**config.mk**
```make
export PLATFORM = sky130hd
export DESIGN_NAME = steer_en_ctrl
export DESIGN_NICKNAME = d
export VERILOG_FILES = /design/src/rtl/steer_en_pkg.sv /design/src/rtl/steer_en_ctrl_tmr.sv /design/src/rtl/steer_en_ctrl.sv
export SDC_FILE = /design/constraint.sdc
export NUM_CORES = 1
export LEC_CHECK = 0
export ABC_CLOCK_PERIOD_IN_PS = 13700
export CORE_MARGIN = 10
export CORE_UTILIZATION = 35
export DETAILED_ROUTE_END_ITERATION = 7
export PLACE_DENSITY = 0.52
export SYNTH_ARGS = -nofsm -noshare
export SYNTH_HDL_FRONTEND = slang
export SYNTH_HIERARCHICAL = 1
export SYNTH_SLANG_ARGS = --single-unit
export TNS_END_PERCENT = 100
```
**constraint.sdc**
```tcl
create_clock -name clk -period 13.7 [get_ports clk]
set_clock_uncertainty 0.1 [all_clocks]
set_input_delay 2.74 -clock clk [delete_from_list [all_inputs] [get_ports clk]]
set_output_delay 2.74 -clock clk [all_outputs]
set_load 0.01 [all_outputs]
```
**src/rtl/steer_en_pkg.sv**
```systemverilog
// rtl/steer_en_pkg.sv - state enum and default thresholds for the steer enable controller
package steer_en_pkg;

  typedef enum logic [1:0] {
    ST_IDLE  = 2'd0,
    ST_WAIT  = 2'd1,
    ST_STEER = 2'd2,
    ST_FAULT = 2'd3
  } steer_state_e;

  localparam int DEF_LD_W         = 12;
  localparam int DEF_MIN_RIDER_WT = 'h200;
  localparam int DEF_WT_HYST      = 'h40;
  localparam int DEF_ENTER_SHIFT  = 2;
  localparam int DEF_EXIT_SHIFT   = 4;
  localparam int DEF_OFF_SAMPLES  = 4;

  localparam int unsigned TMR_TICKS_FAST = 2**14;
  localparam int unsigned TMR_TICKS_SLOW = 67_000_000;

  // Short timer for simulation, ~1 s at 67 MHz for silicon.
  function automatic int unsigned tmr_ticks(input bit fast);
    return fast ? TMR_TICKS_FAST : TMR_TICKS_SLOW;
  endfunction

endpackage

```
**src/rtl/steer_en_ctrl_tmr.sv**
```systemverilog
// rtl/steer_en_ctrl_tmr.sv - settle timer for the WAIT state, saturating at full
module steer_tmr #(
  parameter int unsigned TMR_TICKS = 16384
) (
  input  logic clk,
  input  logic rst_n,
  input  logic run,
  input  logic clr,
  output logic full
);

  localparam int CW = $clog2(TMR_TICKS);
  localparam logic [CW-1:0] LAST = CW'(TMR_TICKS - 1);

  logic [CW-1:0] cnt;

  assign full = (cnt == LAST);

  // Count while running, hold at full so a late sample still sees it, clear otherwise.
  always_ff @(posedge clk) begin
    if (!rst_n || !run || clr) begin
      cnt <= '0;
    end else if (!full) begin
      cnt <= cnt + 1'b1;
    end
  end

endmodule

```
**src/rtl/steer_en_ctrl.sv**
```systemverilog
// rtl/steer_en_ctrl.sv - rider presence / lean controller gating steering enable
module steer_en_ctrl
  import steer_en_pkg::*;
#(
  parameter int LD_W         = DEF_LD_W,
  parameter int MIN_RIDER_WT = DEF_MIN_RIDER_WT,
  parameter int WT_HYST      = DEF_WT_HYST,
  parameter int ENTER_SHIFT  = DEF_ENTER_SHIFT,
  parameter int EXIT_SHIFT   = DEF_EXIT_SHIFT,
  parameter int OFF_SAMPLES  = DEF_OFF_SAMPLES,
  parameter bit FAST_SIM     = 1'b1
) (
  input  logic            clk,
  input  logic            rst_n,
  input  logic            ld_vld,
  input  logic [LD_W-1:0] lft_ld,
  input  logic [LD_W-1:0] rght_ld,
  output logic            en_steer,
  output logic            rider_off,
  output logic            ld_fault
);

  localparam int unsigned TMR_TICKS = tmr_ticks(FAST_SIM);
  localparam logic [LD_W:0] LO_THR = (LD_W+1)'(MIN_RIDER_WT - WT_HYST);
  localparam logic [LD_W:0] HI_THR = (LD_W+1)'(MIN_RIDER_WT + WT_HYST);
  localparam int OFF_W = $clog2(OFF_SAMPLES + 1);
  localparam logic [OFF_W-1:0] OFF_LAST = OFF_W'(OFF_SAMPLES - 1);
  localparam logic [OFF_W-1:0] OFF_MAX  = OFF_W'(OFF_SAMPLES);

  steer_state_e       state;
  steer_state_e       state_nxt;
  logic [OFF_W-1:0]   off_cnt;
  logic [LD_W:0]      sum;
  logic signed [LD_W:0] diff;
  logic signed [LD_W:0] neg_diff;
  logic [LD_W-1:0]    abs_diff;
  logic               sum_lt_min;
  logic               sum_gt_min;
  logic               enter_lean;
  logic               exit_lean;
  logic               saturated;
  logic               low_wt;
  logic               lean_clr;
  logic               tmr_full;

  // One extra bit on sum and diff keeps every input pair overflow-free.
  assign sum      = {1'b0, lft_ld} + {1'b0, rght_ld};
  assign diff     = $signed({1'b0, lft_ld}) - $signed({1'b0, rght_ld});
  assign neg_diff = -diff;
  assign abs_diff = diff[LD_W] ? neg_diff[LD_W-1:0] : diff[LD_W-1:0];

  assign sum_lt_min = (sum < LO_THR);
  assign sum_gt_min = (sum > HI_THR);
  assign enter_lean = ({1'b0, abs_diff} > (sum >> ENTER_SHIFT));
  assign exit_lean  = ({1'b0, abs_diff} > (sum - (sum >> EXIT_SHIFT)));
  assign saturated  = (lft_ld == '1) || (rght_ld == '1);

  // Rider is off once this sample completes the run of consecutive light samples.
  assign low_wt = ld_vld && sum_lt_min && (off_cnt >= OFF_LAST);

  // Next-state decode; every transition is sample driven, saturation overrides all.
  always_comb begin
    state_nxt = state;
    lean_clr  = 1'b0;
    if (ld_vld) begin
      if (saturated) begin
        state_nxt = ST_FAULT;
      end else begin
        case (state)
          ST_IDLE: begin
            if (sum_gt_min) state_nxt = ST_WAIT;
          end
          ST_WAIT: begin
            if (low_wt)          state_nxt = ST_IDLE;
            else if (enter_lean) lean_clr  = 1'b1;
            else if (tmr_full)   state_nxt = ST_STEER;
          end
          ST_STEER: begin
            if (low_wt)         state_nxt = ST_IDLE;
            else if (exit_lean) state_nxt = ST_WAIT;
          end
          default: ;
        endcase
      end
    end
  end

  // Timer only runs across consecutive WAIT cycles, so entry and exit both leave it at zero.
  steer_tmr #(
    .TMR_TICKS (TMR_TICKS)
  ) u_tmr (
    .clk   (clk),
    .rst_n (rst_n),
    .run   ((state == ST_WAIT) && (state_nxt == ST_WAIT)),
    .clr   (lean_clr),
    .full  (tmr_full)
  );

  // State, off-debounce counter and output decodes of the current state register.
  always_ff @(posedge clk) begin
    if (!rst_n) begin
      state     <= ST_IDLE;
      off_cnt   <= '0;
      en_steer  <= 1'b0;
      rider_off <= 1'b1;
      ld_fault  <= 1'b0;
    end else begin
      state <= state_nxt;
      if (state_nxt != state) begin
        off_cnt <= '0;
      end else if (ld_vld) begin
        if (!sum_lt_min)            off_cnt <= '0;
        else if (off_cnt != OFF_MAX) off_cnt <= off_cnt + 1'b1;
      end
      en_steer  <= (state == ST_STEER);
      rider_off <= (state == ST_IDLE) || (state == ST_FAULT);
      ld_fault  <= (state == ST_FAULT);
    end
  end

endmodule

```
==> impl_metrics.env <==
export IMPL_worstPathMaxFanout=11
export IMPL_numPortBuffers=29
export IMPL_cap_violations=0
export IMPL_power_leakage_nw=2.011
export IMPL_worst_setup_path_start_kind="primary input"
export IMPL_crit_slowest_cell="a2111oi_2"
export IMPL_async_flop_share_pct=0
export IMPL_place_ws_ns=4.336
export IMPL_cts_num_sinks=22
export IMPL_syn_inst=587
export IMPL_cts_tree="yes"
export IMPL_ctsResizeCount=0
export IMPL_drive_gt1_share_pct=7.794
export IMPL_crit_path_end="u_tmr/cnt[5]"
export IMPL_die_area_mm2=0.01773
export IMPL_fp_coreArea_mm2=0.01257
export IMPL_synth_edf_count=0
export IMPL_fp_dieH_um=133.1
export IMPL_post_cts_buffers=0
export IMPL_required_ns=13.81
export IMPL_crit_path_end_kind="flop"
export IMPL_setup_violations=0
export IMPL_syn_nets=680
export IMPL_syn_to_final_growth_pct=11.62
export IMPL_reg2reg_from="u_tmr/cnt[0]"
export IMPL_critPathKind="primary input to flop"
export IMPL_synth_ff_type="dfxtp_1"
export IMPL_via_per_inst=5.725
export IMPL_num_rows=41
export IMPL_slowest_delay_ns=0.54
export IMPL_path_common_cell="a21o_1"
export IMPL_hpwl_mm=10.74
export IMPL_wl_mm=12.81
export IMPL_cts_root_buffer="clkbuf_16"
export IMPL_slew_viol_final=0
export IMPL_syn_area_per_cell_um2=7.633
export IMPL_insertion_delay_ns=0.26
export IMPL_power_density_mw_per_mm2=99.83
export IMPL_grt_pass1_vias=4099
export IMPL_yosys_warnings=6
export IMPL_wl_per_cell_um=16.53
export IMPL_drt_initial_drc_count=306
export IMPL_grt_max_degree=18
export IMPL_tightest_slew_ns=1.197
export IMPL_grt_usage_pct=13.97
export IMPL_cts_buffers=3
export IMPL_antennaDiodeCount=0
export IMPL_fin_util_pct=39.79
export IMPL_dr_pass1_iters=6
export IMPL_initial_core_util_pct=35.65
export IMPL_drc=0
export IMPL_maxSlewHeadroom_pct=19.16
export IMPL_fin_nets=697
export IMPL_post_route_min_period_ns=9.081
export IMPL_ios=30
export IMPL_timing_final_ws_setup_ns=4.619
export IMPL_antenna_found_initial=0
export IMPL_synth_seq_cells=22
export IMPL_overflow=0
export IMPL_synth_cell_types=91
export IMPL_ctsLongestPathBuffers=2
export IMPL_die_w_um=133.1
export IMPL_ctsHoldBuffers=0
export IMPL_rr_endpoint="u_tmr/cnt[5]"
export IMPL_dr_total_vias=4437
export IMPL_netlist_area_mm2=0.004481
export IMPL_htree_levels=1
export IMPL_status="completed"
export IMPL_r2r_setup_slack_ns=10.62
export IMPL_period_share_pct=66.29
export IMPL_ir_worst_vdd_uv=39.48
export IMPL_gp_congestion=0.7958
export IMPL_whs_path_depth=2
export IMPL_rr_worst_depth=12
export IMPL_final_antenna_net_count=0
export IMPL_rsz0062_at_grt="no"
export IMPL_hold_violations=0
export IMPL_worstHoldPathType="flop to flop"
export IMPL_critPathLaunch="rght_ld[2]"
export IMPL_max_freq_mhz=110.1
export IMPL_clk_pin_slew_ns=0.06
export IMPL_grt_first_pass_wirelength_mm=21.06
export IMPL_final_setup_tns_ns=0
export IMPL_seq_area_frac_synth_pct=9.830
export IMPL_crit_arrival_ns=9.19
-- placed cells by master, fill, tap and decap left out, types with 4 or more instances in the layout --
cell type / count
ha_1: 63
inv_1: 45
nand2_1: 44
a21oi_1: 39
nor2_1: 39
o21ai_0: 32
clkdlybuf4s50_1: 29
xnor2_1: 23
dfxtp_1: 22
nand3_1: 21
nand4_1: 18
nor3_1: 14
nor2b_1: 12
nand2b_1: 11
a21o_1: 11
o31ai_1: 9
a31oi_1: 9
xor2_1: 8
or3_1: 8
o31a_1: 8
a211oi_1: 8
inv_2: 6
and2_1: 6
mux2i_1: 5
and3_1: 4
nor4_1: 4
nor3b_1: 4
-- cells in the mapped netlist, types with 4 or more instances --
master / number / area share [%]
nand3_1: 21 / 2.3
o31a_1: 8 / 1.6
xor2_1: 8 / 1.6
nor3b_1: 4 / 0.67
a211oi_1: 8 / 1.3
inv_1: 45 / 3.8
dfxtp_1: 22 / 9.8
and3_1: 4 / 0.56
o21ai_0: 32 / 3.6
a21oi_1: 39 / 4.4
or3_1: 8 / 1.1
inv_2: 6 / 0.50
o31ai_1: 9 / 1.5
nand4_1: 18 / 2.5
xnor2_1: 23 / 4.5
a21o_1: 11 / 1.8
mux2i_1: 5 / 1.1
clkbuf_1: 9 / 0.75
nor2_1: 39 / 3.3
and2_1: 6 / 0.84
ha_1: 63 / 18
nand2b_1: 11 / 1.5
buf_2: 5 / 0.56
nand2_1: 44 / 3.7
nor4_1: 4 / 0.56
nor3_1: 14 / 1.6
nor2b_1: 12 / 1.7
a31oi_1: 9 / 1.3
-- worst min-delay path by stage --
stage,start,to,slack [ns]
final,u_tmr/cnt[9],u_tmr/cnt[9],0.42
after global routing,u_tmr/cnt[9],u_tmr/cnt[9],0.46
after floorplan,u_tmr/cnt[9],u_tmr/cnt[9],0.37
after global placement,u_tmr/cnt[9],u_tmr/cnt[9],0.39
after detailed placement,u_tmr/cnt[9],u_tmr/cnt[9],0.41
after CTS,u_tmr/cnt[9],u_tmr/cnt[9],0.42
-- power by group --
group | leakage [nW] | total [mW] | switching, mW | internal (mW)
Combinational | 1.78 | 0.349 | 0.201 | 0.148
Clock | 0.0511 | 0.0834 | 0.0253 | 0.0581
Sequential | 0.178 | 0.0672 | 0.00168 | 0.0656
-- cell type report --
type                       count  area (um^2)
clock buffer                   3        75.07
clock inverter                 1        30.03
fill                        1301         7567
inverter                      51        191.4
multi-input combinational    497         3759
sequential                    22        440.4
tap                          172        215.2
timing repair buffer          29        290.3
-- layer usage --
layer | vias up | GRT usage (%) | wire length (um)
met1 | 2111 | 20.25 | 6576
met5 | - | 0 | 0
li1 | 2232 | - | -
met4 | 0 | 2.116 | 89
met2 | 88 | 22.66 | 5806
met3 | 6 | 0.6391 | 336
-- kinds of logic after synthesis --
family	Yosys count	synth area share, %
flops	22	9.830
mux	6	1.368
fa+ha+maj	67	19.18
simple gates	213	26.39
compound gates	177	29.80
xor+xnor	34	7.149
buf+inv	68	6.283
-- worst max-delay path, delay by kind of cell --
| kind | cells | cell delay (ns) |
|---|---|---|
| AO/OA/AOI/OAI | 12 | 2.45 |
| XOR/XNOR | 2 | 0.59 |
| adder cells (fa/ha/maj) | 3 | 1.01 |
| buffers and inverters | 2 | 0.57 |
| multiplexers | 1 | 0.19 |
| AND/OR/NAND/NOR | 10 | 1.65 |
-- state kept, by name, summed over array words and instances, names as in the netlist --
name       cells
rider_off      1
en_steer       1
u_tmr/cnt     14
state          2
ld_fault       1
off_cnt        3
-- metrics by stage --
stage / instances / hold WS (ns) / power (mW) / instance area [um^2]
6_report: 775 / 0.4174 / 0.4993 / 5001
5_1_grt: 775 / 0.4622 / 0.5470 / 5001
4_1_cts: 775 / 0.4209 / 0.5011 / 5001
3_5_place_dp: 771 / 0.4103 / 0.4135 / 4896
3_3_place_gp: 771 / 0.3944 / 0.4112 / 4896
2_1_floorplan: 587 / 0.3727 / 0.3343 / 4481
Note: power is estimated with default switching activity, not from simulation.
